[config.mk]
export PLATFORM = sky130hd
export DESIGN_NAME = register_file_multiport_flat
export DESIGN_NICKNAME = d
export VERILOG_FILES = /design/src/rtl/register_file_multiport_pkg.sv /design/src/rtl/register_file_multiport_if.sv /design/src/rtl/register_file_multiport_read_port.sv /design/src/rtl/register_file_multiport.sv /design/src/flat_wrapper.sv
export SDC_FILE = /design/constraint.sdc
export NUM_CORES = 2
export LEC_CHECK = 0
export ABC_AREA = 1
export ABC_CLOCK_PERIOD_IN_PS = 3200
export CAP_MARGIN = 10
export CORE_ASPECT_RATIO = 1.5
export CORE_UTILIZATION = 32
export CTS_CLUSTER_DIAMETER = 150
export CTS_CLUSTER_SIZE = 24
export DETAILED_ROUTE_END_ITERATION = 8
export PLACE_DENSITY = 0.55
export SYNTH_ARGS = -nofsm -noshare
export SYNTH_HDL_FRONTEND = slang
export SYNTH_HIERARCHICAL = 1
export SYNTH_SLANG_ARGS = --single-unit
[constraint.sdc]
create_clock -name clock -period 3.2 [get_ports clock]
set_clock_uncertainty 0.15 [all_clocks]
set_input_delay 0.32 -clock clock [delete_from_list [all_inputs] [get_ports clock]]
set_output_delay 0.32 -clock clock [all_outputs]
set_load 0.01 [all_outputs]
[src/rtl/register_file_multiport_pkg.sv]
// register_file_multiport_pkg: shared state encoding and default widths for the register file
package register_file_multiport_pkg;
    typedef enum logic {CLEAR = 1'b0, READY = 1'b1} state_e;
    localparam int DEFAULT_DATA_WIDTH = 32;
    localparam int DEFAULT_ADDRESS_WIDTH = 5;
    localparam int DEFAULT_READ_PORTS = 2;
endpackage

[src/rtl/register_file_multiport_if.sv]
// register_file_multiport_if: read, write, writeback-release and issue-reserve signals of the register file
interface register_file_multiport_if
    import register_file_multiport_pkg::*;
#(
    parameter int DATA_WIDTH = DEFAULT_DATA_WIDTH,
    parameter int ADDRESS_WIDTH = DEFAULT_ADDRESS_WIDTH,
    parameter int READ_PORTS = DEFAULT_READ_PORTS
);
    logic ready;
    logic [READ_PORTS-1:0] read_enable;
    logic [READ_PORTS*ADDRESS_WIDTH-1:0] read_address;
    logic [READ_PORTS*DATA_WIDTH-1:0] read_data;
    logic [READ_PORTS-1:0] read_busy;
    logic write_enable_0, write_enable_1;
    logic [ADDRESS_WIDTH-1:0] write_address_0, write_address_1;
    logic [DATA_WIDTH-1:0] write_data_0, write_data_1;
    logic write_release_0, write_release_1;
    logic reserve_enable;
    logic [ADDRESS_WIDTH-1:0] reserve_address;
    modport master (
        input ready, read_data, read_busy,
        output read_enable, read_address, write_enable_0, write_enable_1,
        output write_address_0, write_address_1, write_data_0, write_data_1,
        output write_release_0, write_release_1, reserve_enable, reserve_address
    );
    modport slave (
        output ready, read_data, read_busy,
        input read_enable, read_address, write_enable_0, write_enable_1,
        input write_address_0, write_address_1, write_data_0, write_data_1,
        input write_release_0, write_release_1, reserve_enable, reserve_address
    );
endinterface

[src/rtl/register_file_multiport_read_port.sv]
// register_file_multiport_read_port: one read port's write-bypass priority mux and busy qualification
module register_file_multiport_read_port #(
    parameter int DATA_WIDTH = 32,
    parameter int ADDRESS_WIDTH = 5,
    parameter bit HARDWIRED_ZERO = 1'b1
) (
    input  logic                     ready_i,
    input  logic                     enable_i,
    input  logic [ADDRESS_WIDTH-1:0] address_i,
    input  logic [DATA_WIDTH-1:0]    storage_word_i,
    input  logic                     busy_i,
    input  logic                     write_enable_0_i,
    input  logic                     write_enable_1_i,
    input  logic [ADDRESS_WIDTH-1:0] write_address_0_i,
    input  logic [ADDRESS_WIDTH-1:0] write_address_1_i,
    input  logic [DATA_WIDTH-1:0]    write_data_0_i,
    input  logic [DATA_WIDTH-1:0]    write_data_1_i,
    input  logic                     write_release_0_i,
    input  logic                     write_release_1_i,
    output logic [DATA_WIDTH-1:0]    data_o,
    output logic                     busy_o
);
    logic live, hit_0, hit_1, released;
    always_comb begin
        live = ready_i && enable_i && !(HARDWIRED_ZERO && address_i == '0);
        hit_0 = write_enable_0_i && write_address_0_i == address_i;
        hit_1 = write_enable_1_i && write_address_1_i == address_i;
        released = (hit_0 && write_release_0_i) || (hit_1 && write_release_1_i);
        // port 1 outranks port 0, matching the storage write ordering
        data_o = !live ? '0 : hit_1 ? write_data_1_i : hit_0 ? write_data_0_i : storage_word_i;
        busy_o = live && busy_i && !released;
    end
endmodule

[src/rtl/register_file_multiport.sv]
// register_file_multiport: multi-read, dual-write register file with bypass, busy scoreboard
// and a post-reset sequencer that zeroes storage one entry per cycle
module register_file_multiport
    import register_file_multiport_pkg::*;
#(
    parameter int DATA_WIDTH = DEFAULT_DATA_WIDTH,
    parameter int ADDRESS_WIDTH = DEFAULT_ADDRESS_WIDTH,
    parameter int READ_PORTS = DEFAULT_READ_PORTS,
    parameter bit HARDWIRED_ZERO = 1'b1
) (
    input logic clock,
    input logic reset,
    register_file_multiport_if.slave bus
);
    localparam int DEPTH = 2 ** ADDRESS_WIDTH;
    localparam logic [ADDRESS_WIDTH-1:0] FIRST_INDEX = ADDRESS_WIDTH'(HARDWIRED_ZERO);
    localparam logic [ADDRESS_WIDTH-1:0] LAST_INDEX = ADDRESS_WIDTH'(DEPTH - 1);

    state_e state_q, state_d;
    logic [ADDRESS_WIDTH-1:0] clear_index_q, clear_index_d;
    logic [DATA_WIDTH-1:0] storage_q [DEPTH];
    logic [DEPTH-1:0] busy_q, busy_d;
    logic ready, write_0, write_1;
    logic [READ_PORTS*DATA_WIDTH-1:0] read_data;
    logic [READ_PORTS-1:0] read_busy;

    assign ready = state_q == READY;
    assign write_0 = ready && bus.write_enable_0 && !(HARDWIRED_ZERO && bus.write_address_0 == '0);
    assign write_1 = ready && bus.write_enable_1 && !(HARDWIRED_ZERO && bus.write_address_1 == '0);
    assign bus.ready = ready;
    assign bus.read_data = read_data;
    assign bus.read_busy = read_busy;

    always_comb begin
        state_d = (state_q == CLEAR && clear_index_q == LAST_INDEX) ? READY : state_q;
        clear_index_d = (state_q == CLEAR && clear_index_q != LAST_INDEX) ? clear_index_q + 1'b1 : clear_index_q;
    end

    always_comb begin
        busy_d = busy_q;
        if (ready && bus.write_enable_0 && bus.write_release_0) busy_d[bus.write_address_0] = 1'b0;
        if (ready && bus.write_enable_1 && bus.write_release_1) busy_d[bus.write_address_1] = 1'b0;
        // reserve is applied last so it beats a release of the same register
        if (ready && bus.reserve_enable && !(HARDWIRED_ZERO && bus.reserve_address == '0))
            busy_d[bus.reserve_address] = 1'b1;
    end

    always_ff @(posedge clock) begin
        if (!reset) begin
            state_q <= CLEAR;
            clear_index_q <= FIRST_INDEX;
            busy_q <= '0;
        end else begin
            state_q <= state_d;
            clear_index_q <= clear_index_d;
            busy_q <= busy_d;
        end
    end

    // storage has no reset of its own; the CLEAR walk zeroes it
    always_ff @(posedge clock) begin
        if (reset && state_q == CLEAR) storage_q[clear_index_q] <= '0;
        if (reset && write_0) storage_q[bus.write_address_0] <= bus.write_data_0;
        if (reset && write_1) storage_q[bus.write_address_1] <= bus.write_data_1;
    end

    for (genvar p = 0; p < READ_PORTS; p++) begin : g_read
        logic [ADDRESS_WIDTH-1:0] address;
        assign address = bus.read_address[p*ADDRESS_WIDTH +: ADDRESS_WIDTH];
        register_file_multiport_read_port #(
            .DATA_WIDTH(DATA_WIDTH),
            .ADDRESS_WIDTH(ADDRESS_WIDTH),
            .HARDWIRED_ZERO(HARDWIRED_ZERO)
        ) u_port (
            .ready_i(ready),
            .enable_i(bus.read_enable[p]),
            .address_i(address),
            .storage_word_i(storage_q[address]),
            .busy_i(busy_q[address]),
            .write_enable_0_i(bus.write_enable_0),
            .write_enable_1_i(bus.write_enable_1),
            .write_address_0_i(bus.write_address_0),
            .write_address_1_i(bus.write_address_1),
            .write_data_0_i(bus.write_data_0),
            .write_data_1_i(bus.write_data_1),
            .write_release_0_i(bus.write_release_0),
            .write_release_1_i(bus.write_release_1),
            .data_o(read_data[p*DATA_WIDTH +: DATA_WIDTH]),
            .busy_o(read_busy[p])
        );
    end
endmodule

[src/flat_wrapper.sv]
// flat-port wrapper written by rule: the top's interface ports become plain ports
module register_file_multiport_flat import register_file_multiport_pkg::*;
#(
    parameter int DATA_WIDTH = DEFAULT_DATA_WIDTH,
    parameter int ADDRESS_WIDTH = DEFAULT_ADDRESS_WIDTH,
    parameter int READ_PORTS = DEFAULT_READ_PORTS,
    parameter bit HARDWIRED_ZERO = 1'b1
)
  (clock, reset, bus_ready, bus_read_data, bus_read_busy, bus_read_enable, bus_read_address, bus_write_enable_0, bus_write_enable_1, bus_write_address_0, bus_write_address_1, bus_write_data_0, bus_write_data_1, bus_write_release_0, bus_write_release_1, bus_reserve_enable, bus_reserve_address);
  register_file_multiport_if #(.DATA_WIDTH(DATA_WIDTH), .ADDRESS_WIDTH(ADDRESS_WIDTH), .READ_PORTS(READ_PORTS)) bus_i ();
  input logic clock;
  input logic reset;
  output wire logic [$bits(bus_i.ready)-1:0] bus_ready;
  output wire logic [$bits(bus_i.read_data)-1:0] bus_read_data;
  output wire logic [$bits(bus_i.read_busy)-1:0] bus_read_busy;
  input wire logic [$bits(bus_i.read_enable)-1:0] bus_read_enable;
  input wire logic [$bits(bus_i.read_address)-1:0] bus_read_address;
  input wire logic [$bits(bus_i.write_enable_0)-1:0] bus_write_enable_0;
  input wire logic [$bits(bus_i.write_enable_1)-1:0] bus_write_enable_1;
  input wire logic [$bits(bus_i.write_address_0)-1:0] bus_write_address_0;
  input wire logic [$bits(bus_i.write_address_1)-1:0] bus_write_address_1;
  input wire logic [$bits(bus_i.write_data_0)-1:0] bus_write_data_0;
  input wire logic [$bits(bus_i.write_data_1)-1:0] bus_write_data_1;
  input wire logic [$bits(bus_i.write_release_0)-1:0] bus_write_release_0;
  input wire logic [$bits(bus_i.write_release_1)-1:0] bus_write_release_1;
  input wire logic [$bits(bus_i.reserve_enable)-1:0] bus_reserve_enable;
  input wire logic [$bits(bus_i.reserve_address)-1:0] bus_reserve_address;
  assign bus_ready = bus_i.ready;
  assign bus_read_data = bus_i.read_data;
  assign bus_read_busy = bus_i.read_busy;
  assign bus_i.read_enable = bus_read_enable;
  assign bus_i.read_address = bus_read_address;
  assign bus_i.write_enable_0 = bus_write_enable_0;
  assign bus_i.write_enable_1 = bus_write_enable_1;
  assign bus_i.write_address_0 = bus_write_address_0;
  assign bus_i.write_address_1 = bus_write_address_1;
  assign bus_i.write_data_0 = bus_write_data_0;
  assign bus_i.write_data_1 = bus_write_data_1;
  assign bus_i.write_release_0 = bus_write_release_0;
  assign bus_i.write_release_1 = bus_write_release_1;
  assign bus_i.reserve_enable = bus_reserve_enable;
  assign bus_i.reserve_address = bus_reserve_address;
  register_file_multiport #(.DATA_WIDTH(DATA_WIDTH), .ADDRESS_WIDTH(ADDRESS_WIDTH), .READ_PORTS(READ_PORTS), .HARDWIRED_ZERO(HARDWIRED_ZERO)) u_core (.clock(clock), .reset(reset), .bus(bus_i));
endmodule
-- Word level (Yosys, flattened, before mapping)
Memories as Yosys holds them, arrays and structs flattened.
Index checks and enable logic that the tools add are counted.
Widths: inputs -> output; s select.
- bits in registers: 38
- memory bits (writable): 1024
- bits of input ports: 98
- output and inout bits: 67
- logic and storage cells: 100
- memories: 1
- add/sub/neg operators: 1
- order comparisons: 8
- eq/ne operators: 6
- mux-type cells: 28
- bitwise logic cells: 6
- reductions and logical operators: 47
- memory list (memory ; words ; width ; read ports ; clocked after Yosys merged registers in ; write ports ; RTL line ; RTL):
    u_core.storage_q ; 32 ; 32 ; 2 ; 0 ; 2 ; register_file_multiport.sv:21 ; logic [DATA_WIDTH-1:0] storage_q [DEPTH];
- operator list (kind ; number):
    $mux 32 ; 10
    $and 32x32->32 ; 2
    $not 32->32 ; 2
    $logic_and 1x1->1 ; 32
    $or 32x32->32 ; 1
    $reduce_or 32->1 ; 1
    $lt 5x6->1 const B ; 5
    $logic_not 5->1 ; 5
    $eq 5x5->1 ; 4
    $demux 1 s5 ; 3
    $ge 5x1->1 const B ; 3
    $mux 1 ; 12
    $bmux 1 s5 ; 2
    $logic_not 1->1 ; 7
    $add 5x1->5 const B ; 1
    $eq 5x5->1 const B ; 1
    $mux 5 ; 1
    $ne 5x5->1 const B ; 1
    $logic_or 1x1->1 ; 2
    $not 1->1 ; 1

-- Logic depth before layout (Yosys ltp)
- depth in word-level cells: 11
- mapped depth: 16
- gate-level depth less buffers: 13

-- By module
The synthesis kept the hierarchy.
- by module, submodules not included (module ; times used ; cells each ; area each (µm²) ; sequential area each (µm²)):
    register_file_multiport ; 1 ; 8979 ; 66109.7 ; 31510.2
    register_file_multiport_read_port ; 2 ; 306 ; 1405.1 ; 0.0

-- Worst setup path before layout
No wires, ideal clock.
- path type: register to register
- start point: reg u_core.state_q, in the netlist u_core/bus.ready
- end point: mem u_core.storage_q[0][0], enable pin
- setup time: 0.392 ns
- data arrival time: 2.201 ns
- data required time: 2.658 ns
- path slack: 0.457 ns
- cell stages (with the launch flop): 9
- path buffers: 1
- clock period less this slack: 2.743 ns
- cells stage by stage: dfxtp_1 -> nand2_1 -> nor2_4 -> nand2_8 -> buf_6 -> nand2_1 -> o21ai_2 -> nor2_2 -> and2_1
- RTL lines (element ; RTL line ; RTL):
    start: declaration ; register_file_multiport.sv:19 ; state_e state_q, state_d;
    start signal: assignment ; register_file_multiport.sv:54 ; state_q <= state_d;
    end: declaration ; register_file_multiport.sv:21 ;

-- Worst setup path in the final report
- start point: reg u_core.state_q, in the netlist u_core/bus.ready
- end point: out bus_read_data[9]
- longest elaborated chain between the ends: 3
- RTL lines (element ; RTL line ; RTL):
    $logic_and 1x1->1 (2 in a row) ; register_file_multiport_read_port.sv:25 ; live = ready_i && enable_i && !(HARDWIRED_ZERO && address_i == '0);
    $mux 32 ; register_file_multiport_read_port.sv:30 ; data_o = !live ? '0 : hit_1 ? write_data_1_i : hit_0 ? write_data_0_i : storage_word_i;
    end: declaration ; flat_wrapper.sv:14 ; output wire logic [$bits(bus_i.read_data)-1:0] bus_read_data;
No other way between the ends.

==> summary.txt <==
Worst Tran Pin Value - 1.07 ns
Die X - 381 um
r2r startpoint - u_core/bus.ready$_SDFFE_PN0P_
fin crit period - 3.16 ns
design area - 79,900 um^2
initial core utilization - 0.322
Syn Nets - 9,691
area taken by multi-input logic gates - 32,700 um^2
commonest non-fill, non-tap cell in the layout - nand2_1
IO buf count - 164
Setup crit start - u_core/bus.ready$_SDFFE_PN0P_
Seq/Total Area, Yosys - 0.457
final setup margin - 0.0360 ns
Critical Path Source Type - flip-flop
most frequent cells in the layout - nand2_1 (4,233), nand3_1 (1,671), edfxtp_1 (1,024)
largest net degree at the start of global routing - 58
FF/Latch Area - 31,500 um^2
clock root buffer master - clkbuf_16
CTS clock-pin slew for the worst setup and hold paths - 0.12 ns
fin. max-slew vios - 0
drt drc - 0
CTS tree - built
final WL - 337,000 um
P per Cell Area - 345 nW/um^2
Final HPWL DP - 218,000 um
wire per inst - 27.3 um
CTS buffer count - 50
Crit. End Element - output port
Min-Delay Path Class - input pin to flip-flop
CP required - 2.73 ns
fmax - 316 MHz
num rows - 208
DP Area - 77,700 um^2
Critical Path AT - 2.69 ns
worst-skew pair later-pin latency - 0.74 ns
post-synthesis cell area - 68,900 um^2
GRT overflow - 0
slew margin rel. - 0.280
clock sink count - 1,062
antenna-violating nets left - 0
RePlAce Congestion - 0.969
Die Y - 570 um
fin nets - 9,589
FF+latch count, synth - 1,062
# fillers - 21.9k
CTS max path bufs - 3
Layout area overhead - 15.9%
dpl ws - -0.240 ns
IO Count - 165
CTS H-tree lvls - 2
maximum VDD drop - 426 uV
via count - 71.3k
CTS hold repair buffers - 0
Static Leak - 32.5 nW
Gate Count Post-Synth - 9,591
status - finished, final reports clean
syn_area_per_cell - 7.19 um^2
DR iter-0 viols - 10.3k
CP max FO - 7
initial antenna violation count - 6
share of cells above drive strength 1 - 0.0925
First-pass DRT Iterations - 8
Hold Crit Start - reset
Max Cap Violations - 0
final core occ - 0.373
Total GRT Usage - 0.297
first-pass GRT wire length - 470,000 um
drt via density - 5.78
synth unique cells - 34
core area - 214,000 um^2
die area - 217,000 um^2
final setup vio count - 0
Worst Path Class, Setup - flip-flop to output port
number of global-route vias before repair - 66.3k
warnings from Yosys - 6
Final Hold Viols - 0
Tcrit/Tclk final - 0.989
[cell families after synthesis]
kind of cell / after synthesis / share of synthesized area
and+or+nand+nor: 6335 / 0.388
buffers and inverters: 1117 / 0.0752
AOI/OAI and AO/OA: 1075 / 0.0796
DFF: 1062 / 0.457
adders and majority gates: 2 / 0.000363
[cell usage after synthesis (all sizes together)]
master  instances  area [um^2]
nand2        4335        16300
nand3        1684         8470
edfxtp       1024        30700
o21ai        1002         5030
clkbuf        483         1810
buf           432         2610
nor2          240         1480
inv           200          753
nand4          67          419
a21oi          38          190
dfxtp          38          761
o211ai         32          240
nor3            7         35.0
clkinv          2         7.51
ha              2         25.0
o21bai          2         15.0
a211oi          1         7.51
and2            1         6.26
or2             1         6.26
[final cells by class]
class,count,share of cell area
flip-flops and latches,1062,0.395
clock inverters,3,0.000658
inverters,202,0.0103
repair buffers,761,0.124
clock buffers,69,0.0168
well taps,2835,0.0444
diodes,2,0.0000627
multi-input cells,7412,0.409
[report_power, final]
| group | internal (mW) | leakage [nW] | switching [mW] |
|---|---|---|---|
| clock | 2.98 | 0.673 | 4.88 |
| combinational | 1.45 | 20.5 | 3.13 |
| sequential | 15.1 | 11.4 | 0.0458 |
[state kept, by name, indices dropped and copies added (netlist names)]
register              cells
u_core/storage_q       1024
u_core/busy_q            32
u_core/clear_index_q      5
u_core/bus.ready          1
[repair_timing]
item | 4_1_cts | 5_1_grt
setup buffers | 20 | 16
gates cloned | 0 | 5
pin swaps | 12 | 6
setup endpoints to repair | 65 | 57
resized for setup | 36 | 85
[worst paths after layout]
check | end | slack, ns | cells after the start
max | bus_read_data[9] | 0.04 | 8
min | u_core/clear_index_q[4]$_SDFFE_PN0P_ | 0.22 | 3
max reg2reg | u_core/storage_q[1][8]$_DFFE_PP_ | 0.55 | 10
min reg2reg | u_core/clear_index_q[4]$_SDFFE_PN0P_ | 0.37 | 2
[critical path, cell delays in order (launching register included)]
cell and delay, ns:
dfxtp_4 0.40, buf_4 0.15, nand3_4 0.19, buf_12 0.22, buf_4 0.19, nor2_1 0.11, nand2_1 0.06, inv_1 0.06
clkdlybuf4s50_1 0.55
[metrics by stage]
stage / cells / power, mW / setup TNS, ns / hold WS, ns
2_1_floorplan: 9591 / 17.6 / 0 / 0.299
3_3_place_gp: 12231 / 19.8 / -5.28 / 0.353
3_5_place_dp: 12231 / 19.8 / -2.39 / 0.350
4_1_cts: 12323 / 27.5 / 0 / 0.199
5_1_grt: 12345 / 28.2 / -0.00782 / 0.221
6_report: 12346 / 27.6 / 0 / 0.220
[per-layer routing]
| layer | track usage | part of all wire | up-vias | wire [um] |
|---|---|---|---|---|
| met2 | 0.492 | 0.46 | 4985 | 156000 |
| met5 | 0 | 0.00015 | - | 51 |
| met1 | 0.341 | 0.35 | 33404 | 117000 |
| met4 | 0.232 | 0.090 | 4 | 30300 |
| met3 | 0.0473 | 0.097 | 1302 | 32600 |
| li1 | - | - | 31638 | - |
Power figures use the tool's default switching activity.
